===== src/rtl/expr_harness_pkg.sv =====
// Shared constants, operand layout and FSM state type for the expression-vector harness.
package expr_harness_pkg;

  localparam int unsigned STIM_W = 60;
  localparam int unsigned Y_W    = 90;

  // LFSR polynomial x^60 + x^59 + 1
  localparam int unsigned LFSR_TAP_HI = 59;
  localparam int unsigned LFSR_TAP_LO = 58;

  // MISR feedback taps
  localparam int unsigned MISR_TAP_0 = 89;
  localparam int unsigned MISR_TAP_1 = 88;
  localparam int unsigned MISR_TAP_2 = 87;
  localparam int unsigned MISR_TAP_3 = 86;

  // Operand slice offsets/widths within the LFSR state
  localparam int unsigned A0_OFF = 0;   localparam int unsigned A0_W = 4;
  localparam int unsigned A1_OFF = 4;   localparam int unsigned A1_W = 5;
  localparam int unsigned A2_OFF = 9;   localparam int unsigned A2_W = 6;
  localparam int unsigned A3_OFF = 15;  localparam int unsigned A3_W = 4;
  localparam int unsigned A4_OFF = 19;  localparam int unsigned A4_W = 5;
  localparam int unsigned A5_OFF = 24;  localparam int unsigned A5_W = 6;
  localparam int unsigned B0_OFF = 30;  localparam int unsigned B0_W = 4;
  localparam int unsigned B1_OFF = 34;  localparam int unsigned B1_W = 5;
  localparam int unsigned B2_OFF = 39;  localparam int unsigned B2_W = 6;
  localparam int unsigned B3_OFF = 45;  localparam int unsigned B3_W = 4;
  localparam int unsigned B4_OFF = 49;  localparam int unsigned B4_W = 5;
  localparam int unsigned B5_OFF = 54;  localparam int unsigned B5_W = 6;

  typedef enum logic [1:0] {
    IDLE = 2'd0,
    RUN  = 2'd1,
    DONE = 2'd2
  } state_e;

  // One LFSR shift step
  function automatic logic [STIM_W-1:0] lfsr_step(input logic [STIM_W-1:0] s);
    return {s[STIM_W-2:0], s[LFSR_TAP_HI] ^ s[LFSR_TAP_LO]};
  endfunction

endpackage


===== src/rtl/expr_misr.sv =====
// 90-bit multiple-input signature register with enable and synchronous clear.
module expr_misr
  import expr_harness_pkg::*;
(
  input  logic           clk,
  input  logic           rst_n,
  input  logic           en,
  input  logic           clr,
  input  logic [Y_W-1:0] y,
  output logic [Y_W-1:0] sig
);

  logic [Y_W-1:0] sig_q;
  logic [Y_W-1:0] sig_d;
  logic           fb;

  // Next signature: clear wins, then fold y into the shifted state
  always_comb begin
    fb    = sig_q[MISR_TAP_0] ^ sig_q[MISR_TAP_1] ^ sig_q[MISR_TAP_2] ^ sig_q[MISR_TAP_3];
    sig_d = sig_q;
    if (clr) begin
      sig_d = '0;
    end else if (en) begin
      sig_d = {sig_q[Y_W-2:0], fb} ^ y;
    end
  end

  // Signature register
  always_ff @(posedge clk or negedge rst_n) begin
    if (!rst_n) begin
      sig_q <= '0;
    end else begin
      sig_q <= sig_d;
    end
  end

  assign sig = sig_q;

endmodule


===== src/rtl/expr_vector_harness.sv =====
// Drives a combinational expression DUT from an LFSR and compacts its result into a MISR.
module expr_vector_harness
  import expr_harness_pkg::*;
#(
  parameter int unsigned VEC_COUNT = 256
) (
  input  logic                                clk,
  input  logic                                rst_n,
  input  logic                                start,
  input  logic                                abort,
  input  logic [STIM_W-1:0]                   seed,
  output logic [A0_W-1:0]                     a0,
  output logic [A1_W-1:0]                     a1,
  output logic [A2_W-1:0]                     a2,
  output logic signed [A3_W-1:0]              a3,
  output logic signed [A4_W-1:0]              a4,
  output logic signed [A5_W-1:0]              a5,
  output logic [B0_W-1:0]                     b0,
  output logic [B1_W-1:0]                     b1,
  output logic [B2_W-1:0]                     b2,
  output logic signed [B3_W-1:0]              b3,
  output logic signed [B4_W-1:0]              b4,
  output logic signed [B5_W-1:0]              b5,
  input  logic [Y_W-1:0]                      y,
  output logic                                busy,
  output logic                                done,
  output logic [$clog2(VEC_COUNT+1)-1:0]      vec_idx,
  output logic [Y_W-1:0]                      signature
);

  localparam int unsigned IDX_W = $clog2(VEC_COUNT + 1);

  state_e              state_q, state_d;
  logic [STIM_W-1:0]   lfsr_q,  lfsr_d;
  logic [IDX_W-1:0]    cnt_q,   cnt_d;
  logic                busy_q,  busy_d;
  logic                done_q,  done_d;
  logic                misr_en_c;
  logic                misr_clr_c;

  // Next-state, LFSR, counter and MISR control; abort overrides everything else
  always_comb begin
    state_d    = state_q;
    lfsr_d     = lfsr_q;
    cnt_d      = cnt_q;
    misr_en_c  = 1'b0;
    misr_clr_c = 1'b0;
    if (abort) begin
      state_d = IDLE;
    end else begin
      unique case (state_q)
        IDLE, DONE: begin
          if (start) begin
            lfsr_d     = (seed == '0) ? STIM_W'(1) : seed;
            misr_clr_c = 1'b1;
            cnt_d      = '0;
            state_d    = RUN;
          end
        end
        RUN: begin
          misr_en_c = 1'b1;
          cnt_d     = cnt_q + IDX_W'(1);
          if (cnt_q == IDX_W'(VEC_COUNT - 1)) begin
            // Last vector stays on the operands while DONE is held
            state_d = DONE;
          end else begin
            lfsr_d = lfsr_step(lfsr_q);
          end
        end
        default: state_d = IDLE;
      endcase
    end
    busy_d = (state_d == RUN);
    done_d = (state_d == DONE);
  end

  // State, stimulus and status registers
  always_ff @(posedge clk or negedge rst_n) begin
    if (!rst_n) begin
      state_q <= IDLE;
      lfsr_q  <= '0;
      cnt_q   <= '0;
      busy_q  <= 1'b0;
      done_q  <= 1'b0;
    end else begin
      state_q <= state_d;
      lfsr_q  <= lfsr_d;
      cnt_q   <= cnt_d;
      busy_q  <= busy_d;
      done_q  <= done_d;
    end
  end

  expr_misr u_misr (
    .clk   (clk),
    .rst_n (rst_n),
    .en    (misr_en_c),
    .clr   (misr_clr_c),
    .y     (y),
    .sig   (signature)
  );

  assign a0 = lfsr_q[A0_OFF +: A0_W];
  assign a1 = lfsr_q[A1_OFF +: A1_W];
  assign a2 = lfsr_q[A2_OFF +: A2_W];
  assign a3 = $signed(lfsr_q[A3_OFF +: A3_W]);
  assign a4 = $signed(lfsr_q[A4_OFF +: A4_W]);
  assign a5 = $signed(lfsr_q[A5_OFF +: A5_W]);
  assign b0 = lfsr_q[B0_OFF +: B0_W];
  assign b1 = lfsr_q[B1_OFF +: B1_W];
  assign b2 = lfsr_q[B2_OFF +: B2_W];
  assign b3 = $signed(lfsr_q[B3_OFF +: B3_W]);
  assign b4 = $signed(lfsr_q[B4_OFF +: B4_W]);
  assign b5 = $signed(lfsr_q[B5_OFF +: B5_W]);

  assign busy    = busy_q;
  assign done    = done_q;
  assign vec_idx = cnt_q;

endmodule


===== config.mk =====
export PLATFORM = sky130hd
export DESIGN_NAME = expr_vector_harness
export DESIGN_NICKNAME = d
export VERILOG_FILES = /design/src/rtl/expr_harness_pkg.sv /design/src/rtl/expr_misr.sv /design/src/rtl/expr_vector_harness.sv
export SDC_FILE = /design/constraint.sdc
export NUM_CORES = 1
export LEC_CHECK = 0
export CORE_MARGIN = 2
export CORE_UTILIZATION = 43
export DETAILED_ROUTE_END_ITERATION = 12
export PLACE_DENSITY = 0.8
export SKIP_CTS_REPAIR_TIMING = 1
export SYNTH_ARGS = -nofsm -noshare
export SYNTH_HDL_FRONTEND = slang
export SYNTH_SLANG_ARGS = --single-unit

===== constraint.sdc =====
create_clock -name clk -period 2.2 [get_ports clk]
set_input_delay 0.44 -clock clk [delete_from_list [all_inputs] [get_ports clk]]
set_output_delay 0.44 -clock clk [all_outputs]
set_load 0.05 [all_outputs]

Word-level counts from Yosys, hierarchy flattened
Index checks and enable logic that the tools add are counted.

word-level totals
  output and inout port bits = 161
  bits of input ports = 154
  register bits = 163

operators by class
  bitwise logic cells = 6
  $add $sub $neg = 1
  reduce and logical (&&, ||, !) cells = 7
  muxes and demuxes = 17
  equality and inequality tests = 7

operators by type and width
  cell                                                  number
  two-way mux 60 bit                                    3
  two-way mux 90 bit                                    2
  one-hot mux 60 bit (2 select lines)                   1
  XOR 90 bit                                            1
  zero test 60 bit                                      1
  one-hot mux 9 bit (2 select lines)                    1
  adder 9 x 1 -> 9 bit (second input constant)          1
  equality test 9 x 8 -> 1 bit (second input constant)  1
  two-way mux 9 bit                                     1
  two-way mux 2 bit                                     3
  two-way mux 1 bit                                     5
  equality test 2 x 1 -> 1 bit (second input constant)  2
  equality test 2 bit (second input constant)           2
  != test 2 bit (second input constant)                 2
  one-hot mux 2 bit (2 select lines)                    1
  AND reduction 4 bit                                   1
  nonzero test 2 bit                                    2
  XOR 1 bit                                             4
  AND reduction 3 bit                                   1
  zero test 2 bit                                       1
  OR reduction 2 bit                                    1
  inverter 1 bit                                        1

Longest topological paths before layout
  word-level depth = 6
  mapped depth = 10
  mapped depth without buffers = 8

Hierarchy
Synthesis repeated with hierarchy kept, for this count alone.

unflattened totals
  cells, all modules = 802
  area total of the unflattened synthesis = 7863.8 um^2

modules (own cells, without submodules)
  module               cells each  instances  area each (um^2)
  expr_misr            394         1          4416.7
  expr_vector_harness  408         1          3447.1

Worst setup path after synthesis
OpenSTA, ideal clock, no wires.

  path type = reg2reg
  start point = register cnt_q[0], in the netlist vec_idx[0]
  end point = register lfsr_q[58]
  buffers on the path = 2
  arrival time = 2.077 ns
  setup slack = 0.041 ns
  data required time = 2.118 ns
  stages on the path, launching flop included = 11
  cells stage by stage = dfrtp_1 > ha_1 > nand3_1 > nor2_1 > ha_1 > o21a_1 > nor2_1 > buf_2 > buf_4 > nor2_1 > a31oi_1

on the way
  word-level cells in the longest chain between the ends = 3

RTL lines
  element                        line                       source
  start: declaration             expr_vector_harness.sv:35  logic [IDX_W-1:0] cnt_q, cnt_d;
  start signal: assignment       expr_vector_harness.sv:88  cnt_q <= cnt_d;
  equality test 9 x 8 -> 1 bit   expr_vector_harness.sv:63  if (cnt_q == IDX_W'(VEC_COUNT - 1)) begin
  != test 2 bit (no line)        -
  AND reduction 4 bit (no line)  -
  end signal: assignment         expr_vector_harness.sv:87  lfsr_q <= lfsr_d;
  end: declaration               expr_vector_harness.sv:34  logic [STIM_W-1:0] lfsr_q, lfsr_d;

Every way passes these cells.
A chain may end at the register's enable or synchronous reset.

Worst setup path in the final report
  start point = register u_misr.sig_q[88], in the netlist u_misr.sig[88]
  end point = output signature[88]

RTL lines
  element                   line                       source
  start: declaration        expr_misr.sv:13            logic [Y_W-1:0] sig_q;
  start signal: assignment  expr_misr.sv:33            sig_q <= sig_d;
  end: declaration          expr_vector_harness.sv:28  output logic [Y_W-1:0] signature

No word-level cell between the ends.

==> summary.md <==
| Metric | Value |
|---|---|
| Iteration-0 DRC Markers | 381 |
| IR Drop Worst-Case VDD | 591 uV |
| Type of the tightest min-delay check | in2async |
| Slew Limit Headroom | 0.624 |
| Internal Dissipation | 7.11 mW |
| Switching power total | 5.14 mW |
| Required @ worst endpoint | 1.76 ns |
| Clock power frac | 0.231 |
| Global Route Usage Sum | 0.234 |
| TNS Setup | 0 ns |
| Worst Skew | 0.00940 ns |
| TritonCTS clock tree | yes |
| Fin crit period | 2.15 ns |
| Vias after detailed routing | 6496 |
| Internal reg-to-reg setup slack | 0.21 ns |
| Floorplan Core Area | 16700 um^2 |
| Die Width | 135 um |
| Maximum clock path buffer count | 2 |
| Part of the power in combinational logic | 0.425 |
| Worst flop-to-flop path startpoint | vec_idx[0]$_DFFE_PN0P_ |
| Tightest Pin Transition | 0.563 ns |
| Initial core utilization | 0.442 |
| Antenna violations before repair | 0 |
| Post-synth top flop | dfrtp_1 |
| Total Nets Final | 1157 |
| HPWL reported at the end of detailed placement | 15400 um |
| Final worst path period share | 0.978 |
| Unique masters post-synth | 32 |
| Drt pass-1 iters | 5 |
| Length in cells of the worst reg-to-reg path | 9 |
| Drc violations | 0 |
| Run status | finished clean |
| Gate count of the mapped netlist | 700 |
| CP cell instances | clkdlybuf4s50_1 |
| Critical Path Start | u_misr.sig[88]$_DFFE_PN0P_ |
| Number of clock buffers inserted by TritonCTS | 17 |
| Cell area after placement | 10800 um^2 |
| Input/output buffers | 314 |
| Post-route standard cell area excluding fillers | 11400 um^2 |
| Global placement routability congestion | 0.855 |
| Synthesized area per cell | 10.5 um^2 |
| Delay contributed by the slowest stage of the critical path | 0.87 ns |
| Remaining global-route overflow | 0 |
| Share of the core filled with cells in the final layout | 0.681 |
| Nature of the critical path startpoint | flop |
| Leakage power of the design | 4.96 nW |
| Signed area change from the synthesized netlist to the final layout | 54.0% |
| Reg-to-reg critical path endpoint | lfsr_q[0]$_DFFE_PN0P_ |
| First-pass GRT wire length | 33400 um |
| Number of filler instances in the final layout | 1301 |
| Final count of negative-setup-slack endpoints | 0 |
| Antenna diode count | 0 |
| Maximum number of pins on one net before global-route repair | 71 |
| Clock Tree Root | clkbuf_16 |
| PD cells | 1080 nW/um^2 |
| Slowest library cell on the worst path | clkdlybuf4s50_1 |
| Cell family with the largest share of critical-path delay | buffers and inverters |
| Sequential share of power | 0.344 |
| Via-per-instance ratio | 5.26 |
| Die H | 135 um |
| Setup repair after global routing missed its margin | false |
| Achievable clock frequency | 465 MHz |
| Source-to-sink clock delay at the later pin of the worst-skew pair | 0.43 ns |
| Worst hold slack after final layout | 0.514 ns |
| Register bit count reported by yosys | 163 |
| Syn nets | 856 |
| Sw Share | 0.419 |
| Clock transition at the registers of the reported paths | 0.07 ns |
| Number of max-slew violations in the final report | 0 |
| Final wirelength | 21300 um |
| Worst EP arrival | 1.71 ns |
| Fraction of layout cells with a size suffix above 1 | 0.0572 |
| Max Cap Violations | 0 |
| Core Rows | 47 |
| I/O pins | 315 |
| Final hold violation count | 0 |
| CP Max Fanout | 4 |
| Number of enable-type register cells in the synthesized netlist | 0 |
| Sequential cell area fraction in the yosys report | 0.553 |
| Number of warnings reported in the yosys synthesis log | 0 |
| Type of the setup path with the least slack | reg2out |
| Total Die Area | 18200 um^2 |
| Buf+Inv Stages, Crit Path | 1 |
| Critical path endpoint category | primary output |
| Worst slack at placement | -0.0648 ns |
| Detailed-route wire length per cell | 17.3 um |
| H-tree levels | 4 |
| Post-route antenna net violation count | 0 |
| Via count of the first global-routing pass | 6267 |
| Clock Sink Count | 163 |
| Smallest setup slack after layout | 0.0479 ns |
| Share of flip-flops with an asynchronous set or reset | 1.00 |
| Cell area after synthesis | 7380 um^2 |
==> metrics by stage <==
step / power [mW] / instances
2_1_floorplan: 7.44 / 700
3_3_place_gp: 9.41 / 1201
3_5_place_dp: 9.48 / 1201
4_1_cts: 12.4 / 1233
5_1_grt: 12.8 / 1234
6_report: 12.3 / 1234
==> kinds of logic (layout without fill, tap and decap cells) <==
family          after synthesis  in the layout  synth area share
buf+inv                      48            362            0.0300
flops                       163            163             0.553
xor+xnor                    100            100             0.119
fa+ha+maj                     2              2           0.00339
compound gates              158            158             0.167
simple gates                228            228             0.127
mux                           1              1           0.00153
==> placed cells by master, fill, tap and decap left out, types with 2 or more instances in the layout <==
| cell | count |
|---|---|
| nor2_4 | 2 |
| buf_12 | 7 |
| or3_1 | 2 |
| clkinv_4 | 2 |
| xnor2_1 | 8 |
| buf_4 | 10 |
| a22o_1 | 90 |
| dfrtp_1 | 163 |
| clkinvlp_4 | 5 |
| nand3_1 | 5 |
| ha_1 | 2 |
| nand2_1 | 123 |
| inv_6 | 4 |
| nor4_1 | 14 |
| clkinv_2 | 2 |
| a31oi_1 | 59 |
| xor2_1 | 92 |
| clkdlybuf4s50_1 | 308 |
| clkbuf_16 | 17 |
| dlymetal6s2s_1 | 2 |
| nand4_1 | 4 |
| nor2_1 | 72 |
==> registers in the layout, summed over array words and instances (netlist names) <==
| signal | cells |
|---|---|
| u_misr.sig | 90 |
| lfsr_q | 60 |
| vec_idx | 9 |
| state_q | 2 |
| busy | 1 |
| done | 1 |
==> per-layer routing <==
layer	up-vias	track usage	part of all wire
met5	-	0	0
met4	0	0.101	0.031
met3	43	0.0548	0.064
met2	244	0.382	0.50
met1	3148	0.300	0.41
li1	3061	-	-
==> cells in the mapped netlist, types with 2 or more instances <==
library cell  instances  area (um^2)
a22o_1               90          788
a31oi_1              59          369
buf_1                 3         11.3
buf_2                24          120
buf_4                 3         22.5
clkbuf_1             17         63.8
dfrtp_1             163         4080
ha_1                  2         25.0
nand2_1             123          462
nand2b_1              2         12.5
nand3_1               5         25.0
nand4_1               4         25.0
nor2_1               74          278
nor4_1               14         87.6
or3_1                 2         12.5
xnor2_1               8         70.1
xor2_1               92          806
==> worst max-delay path by stage <==
stage	endpoint	slack, ns	depth (start not counted)
3_5_place_dp	lfsr_q[0]$_DFFE_PN0P_	-0.06	6
6_report	signature[88]	0.05	1
2_1_floorplan	lfsr_q[58]$_DFFE_PN0P_	0.04	10
5_1_grt	vec_idx[3]	0.003	1
3_3_place_gp	lfsr_q[0]$_DFFE_PN0P_	0.006	6
4_1_cts	vec_idx[2]	-0.01	1
==> area by class of cell <==
class                      instances  area (um^2)  area share
sequential                       163         4080       0.359
timing repair buffer             329         3340       0.294
multi-input combinational        489         3110       0.273
clock buffer                      18          429      0.0378
tap                              220          275      0.0242
clock inverter                    14          130      0.0114
inverter                           1         3.75    0.000330
==> power groups by stage <==
stage / Clock, mW / Combinational (mW) / Sequential [mW]
2_1_floorplan: 0 / 1.10 / 6.34
3_3_place_gp: 0 / 5.17 / 4.24
3_5_place_dp: 0 / 5.23 / 4.25
4_1_cts: 2.89 / 5.25 / 4.21
5_1_grt: 3.01 / 5.46 / 4.31
6_report: 2.83 / 5.21 / 4.22
No activity file was read; power rests on OpenSTA's default activity.
